**src/rtl/apb4_master_bridge.sv**
```systemverilog
// Single-outstanding APB4 requester: host valid/ready request in, SETUP/ACCESS out, one-cycle response pulse back.
// Optional ACCESS-phase timeout is compiled in with `define APB4_TIMEOUT_EN.
module apb4_master_bridge #(
    parameter int ADDR_WIDTH     = 32,
    parameter int DATA_WIDTH     = 32,
    parameter int SEL_BIT        = 12,
    parameter int TIMEOUT_CYCLES = 16
) (
    input  logic                      PCLK,
    input  logic                      PRESETn,
    input  logic                      req_valid,
    output logic                      req_ready,
    input  logic                      req_write,
    input  logic [ADDR_WIDTH-1:0]     req_addr,
    input  logic [DATA_WIDTH-1:0]     req_wdata,
    input  logic [DATA_WIDTH/8-1:0]   req_strb,
    input  logic [2:0]                req_prot,
    output logic                      rsp_valid,
    output logic [DATA_WIDTH-1:0]     rsp_rdata,
    output logic                      rsp_err,
    output logic                      PSEL,
    output logic                      PSELx,
    output logic                      PENABLE,
    output logic [ADDR_WIDTH-1:0]     PADDR,
    output logic                      PWRITE,
    output logic [DATA_WIDTH-1:0]     PWDATA,
    output logic [DATA_WIDTH/8-1:0]   PSTRB,
    output logic [2:0]                PPROT,
    input  logic [DATA_WIDTH-1:0]     PRDATA,
    input  logic                      PREADY,
    input  logic                      PSLVERR
);

    localparam int STRB_W = DATA_WIDTH / 8;

    typedef enum logic [1:0] {IDLE, SETUP, ACCESS} state_e;

    state_e                  state_q, state_d;
    logic [ADDR_WIDTH-1:0]   paddr_q;
    logic [DATA_WIDTH-1:0]   pwdata_q;
    logic [STRB_W-1:0]       pstrb_q;
    logic [2:0]              pprot_q;
    logic                    pwrite_q, psel_x_q;
    logic                    rsp_valid_q, rsp_err_q;
    logic [DATA_WIDTH-1:0]   rsp_rdata_q;
    logic                    timeout;
    logic                    done;
    logic                    accept;

`ifdef APB4_TIMEOUT_EN
    localparam int CNT_W = $clog2(TIMEOUT_CYCLES + 1);
    logic [CNT_W-1:0] cnt_q, cnt_d;

    // A real PREADY in the limit cycle wins over the timeout.
    assign timeout = (state_q == ACCESS) && !PREADY && (cnt_q == CNT_W'(TIMEOUT_CYCLES));

    always_comb begin
        cnt_d = cnt_q;
        if (state_q == SETUP) begin
            cnt_d = '0;
        end else if (state_q == ACCESS && !PREADY && !timeout) begin
            cnt_d = cnt_q + 1'b1;
        end
    end

    always_ff @(posedge PCLK or negedge PRESETn) begin
        if (!PRESETn) cnt_q <= '0;
        else          cnt_q <= cnt_d;
    end
`else
    logic unused_timeout_cfg;
    assign unused_timeout_cfg = (TIMEOUT_CYCLES != 0);
    assign timeout = 1'b0;
`endif

    assign done      = (state_q == ACCESS) && (PREADY || timeout);
    assign req_ready = (state_q == IDLE) || done;
    assign accept    = req_valid && req_ready;

    always_comb begin
        state_d = state_q;
        case (state_q)
            IDLE:    if (accept) state_d = SETUP;
            SETUP:   state_d = ACCESS;
            ACCESS:  if (done) state_d = req_valid ? SETUP : IDLE;
            default: state_d = IDLE;
        endcase
    end

    always_ff @(posedge PCLK or negedge PRESETn) begin
        if (!PRESETn) begin
            state_q     <= IDLE;
            paddr_q     <= '0;
            pwdata_q    <= '0;
            pstrb_q     <= '0;
            pprot_q     <= '0;
            pwrite_q    <= 1'b0;
            psel_x_q    <= 1'b0;
            rsp_valid_q <= 1'b0;
            rsp_err_q   <= 1'b0;
            rsp_rdata_q <= '0;
        end else begin
            state_q     <= state_d;
            rsp_valid_q <= done;
            if (accept) begin
                paddr_q  <= req_addr;
                pwdata_q <= req_wdata;
                pstrb_q  <= req_write ? req_strb : '0;
                pprot_q  <= req_prot;
                pwrite_q <= req_write;
                psel_x_q <= req_addr[SEL_BIT];
            end
            // Slave response is only looked at on the completion edge.
            if (done) begin
                rsp_err_q   <= timeout ? 1'b1 : PSLVERR;
                rsp_rdata_q <= (timeout || pwrite_q) ? '0 : PRDATA;
            end
        end
    end

    assign PSEL      = (state_q != IDLE);
    assign PENABLE   = (state_q == ACCESS);
    assign PSELx     = psel_x_q;
    assign PADDR     = paddr_q;
    assign PWRITE    = pwrite_q;
    assign PWDATA    = pwdata_q;
    assign PSTRB     = pstrb_q;
    assign PPROT     = pprot_q;
    assign rsp_valid = rsp_valid_q;
    assign rsp_err   = rsp_err_q;
    assign rsp_rdata = rsp_rdata_q;

endmodule

```
**config.mk**
```make
export PLATFORM = sky130hd
export DESIGN_NAME = apb4_master_bridge
export DESIGN_NICKNAME = d
export VERILOG_FILES = /design/src/rtl/apb4_master_bridge.sv
export SDC_FILE = /design/constraint.sdc
export NUM_CORES = 1
export LEC_CHECK = 0
export BUFFER_PORTS_ARGS = -buffer_cell sky130_fd_sc_hd__clkbuf_2
export CAP_MARGIN = 30
export CORE_MARGIN = 5
export CORE_UTILIZATION = 45
export CTS_CLUSTER_DIAMETER = 50
export DETAILED_ROUTE_END_ITERATION = 12
export GPL_ROUTABILITY_DRIVEN = 0
export PLACE_DENSITY = 0.78
export SETUP_SLACK_MARGIN = 0.2
export SYNTH_ARGS = -nofsm -noshare
export SYNTH_HDL_FRONTEND = slang
export SYNTH_SLANG_ARGS = --single-unit
```
**constraint.sdc**
```tcl
create_clock -name PCLK -period 2.5 [get_ports PCLK]
set_clock_uncertainty 0.05 [all_clocks]
set_input_delay 0.25 -clock PCLK [delete_from_list [all_inputs] [get_ports PCLK]]
set_output_delay 0.25 -clock PCLK [all_outputs]
set_load 0.005 [all_outputs]
```
==> flow_summary.ini <==
[outcome]
status = completed

[clock_tree]
h-tree-depth = 3
post_cts_resized = 0
clkTransAtPathRegs_ps = 100
cts_buffers = 9
clk_latency_ps = 350
cts_tree = yes
clock-root-buffer = clkbuf_8
numClockSinks = 108
post_cts_buffers = 0
ctsHoldBuffers = 1
clockBufferDepth = 2

[routing]
viasPerCell = 4.56
wl_per_cell_um = 15.4
wl_mm = 10.3
routed-via-count = 3053
drtIter0Drc = 153
drc = 0
ant_nets = 0
first_pass_iters = 5

[floorplan]
rows = 36
die_w_um = 110
dieArea_um2 = 12200
initial_core_util = 0.463
core_area_um2 = 9820
fp.dieH_um = 110
pin_count = 219

[power]
total_leakage_power_nw = 3.16
powerDensity_nw_per_um2 = 869
ir_worst_vdd_mv = 0.366

[final_layout]
mostFrequentLayoutCell = clkbuf_2
synthToLayoutAreaGrowth_pct = 30.3
layout.cells.non_filler = 669
final_cell_mix = 217 x clkbuf_2, 108 x dfrtp_1, 65 x mux2_4, 37 x nand2_1
multi_input_area_um2 = 1630
drive_gt1_frac = 0.586
antenna_cells = 0
nets = 640
regArea_um2 = 2700
fillers = 808

[timing]
tightestPinTransition_ps = 798
rsz0062_at_grt = no
fin_tns_setup_ps = 0
setup_viol = 0
fin_crit_ps = 1950
fmax_mhz = 512
report.final.slew_viol_count = 0
final.period_utilization = 0.782
relSlewSlack = 0.468
hold_viol = 0

[synth]
synth_fp_nets = 422
synth-seq-area-share = 0.595
synth_area_per_cell_um2 = 14.5
ys_types = 20
yosysTopAreaCell = dfrtp_1
yosysTopAreaCellShare = 0.595
synthCells = 313
ys_warn_count = 0
ys_ff_latch = 108
syn_area_um2 = 4540
synth.area.top_cells = dfrtp_1 59%, mux2_4 21%, nand2b_1 4.4%

[place]
hpwlAfterDp_mm = 7.76
dpl.cell_count = 652
port-buffer-count = 218

[critical_path]
ff2ff_setup_slack_ps = 780
endpoint = req_ready
critPathMaxStageDelay_ps = 510
cp.required_ps = 2200
worst-path-max-fanout = 14
worstPathCellList = nand3b_1 > nand2_1 > clkbuf_2
r2r-end = PADDR[19]
r2r_cells = 4
critPathArrivalTime_ps = 1650
path_class = reg2out
cp-end-kind = primary output
startpoint = state_q[0]
reg2reg_from = state_q[1]
crit_slowest_cell = nand3b_1
cp-start-kind = flop

[grt]
grt_pass1_wl_mm = 16.9
grt_overflow = 0
grt_pass1_vias = 3288
antenna_found_initial = 0
grt_max_degree = 56
grt_util_all_layers = 0.171

[worst_hold_path]
hold_class = in2reg

[run]
maxCapViolCount = 0
-- kinds of logic (layout without fill, tap and decap cells) --
group / Yosys count / count (layout) / share of synthesized area
mux: 74 / 74 / 0.236
compound gates: 32 / 32 / 0.0352
buf+inv: 24 / 247 / 0.0485
flops: 108 / 108 / 0.595
simple gates: 75 / 75 / 0.0856
-- registers in the layout (all words and copies together) (netlist names) --
name       flops
rsp_rdata     32
PPROT          3
PWDATA        32
PWRITE         1
state_q        2
PADDR         32
PSTRB          4
rsp_err        1
rsp_valid      1
-- worst min path at each step --
stage,from,to,slack (ps),cells past startpoint
detailed placement,PRESETn,PADDR[29],290,1
global placement,PRESETn,PWDATA[2],280,1
global route,req_wdata[20],PWDATA[20],40,2
finish,PRDATA[12],rsp_rdata[12],70,3
floorplan,PRESETn,PADDR[0],-100,0
CTS,PRDATA[22],rsp_rdata[22],40,3
-- routing by layer --
metal | vias to the layer above | GRT usage | wire (um)
met5 | - | 0 | 0
met4 | 0 | 0.0468 | 138
met3 | 11 | 0.0646 | 795
met2 | 123 | 0.279 | 4960
met1 | 1447 | 0.213 | 4390
li1 | 1472 | - | -
-- power by group --
part	internal, mW	switching [mW]	leakage, nW
combinational	0.933	0.616	1.73
clock	0.512	0.548	0.109
sequential	2.23	0.310	1.31
total	3.67	1.47	3.16
-- cell type report --
class	instances	share of cell area
multi-input cells	181	0.275
clock inverters	5	0.00845
repair buffers	226	0.204
clock buffers	11	0.0256
flip-flops and latches	108	0.456
well taps	133	0.0281
inverters	5	0.00317
-- through the flow --
| step | setup WS [ps] | utilization | hold slack [ps] | power [mW] | area (um2) |
|---|---|---|---|---|---|
| after floorplan | 990 | - | -95.6 | 3.37 | 4540 |
| after global placement | 824 | 0.582 | 279 | 4.09 | 5710 |
| after detailed placement | 787 | 0.582 | 289 | 4.15 | 5710 |
| after CTS | 475 | 0.603 | 44.7 | 5.23 | 5920 |
| after global routing | 368 | 0.603 | 36.2 | 5.50 | 5920 |
| final | 546 | 0.603 | 66.8 | 5.15 | 5920 |
-- Yosys cell counts --
cell type and instances:
buf_4 1, o21ai_0 32, buf_6 1, nand3b_1 1, buf_12 7, nor2_1 1
buf_1 1, buf_2 4, clkbuf_1 5, mux2i_1 4, mux2_4 65, dfrtp_1 108
nor2b_1 1, nand2b_1 32, mux2_2 5, or2_2 1, nand2_1 37, inv_1 5
nor2b_4 1, nor3b_2 1
-- worst max-delay path, delay by kind of cell, from the launching register on --
family,cells,cell delay (ps)
buffers and inverters,1,130
and+or+nand+nor,2,710
DFF,1,450
(Power assumes the default switching activity.)
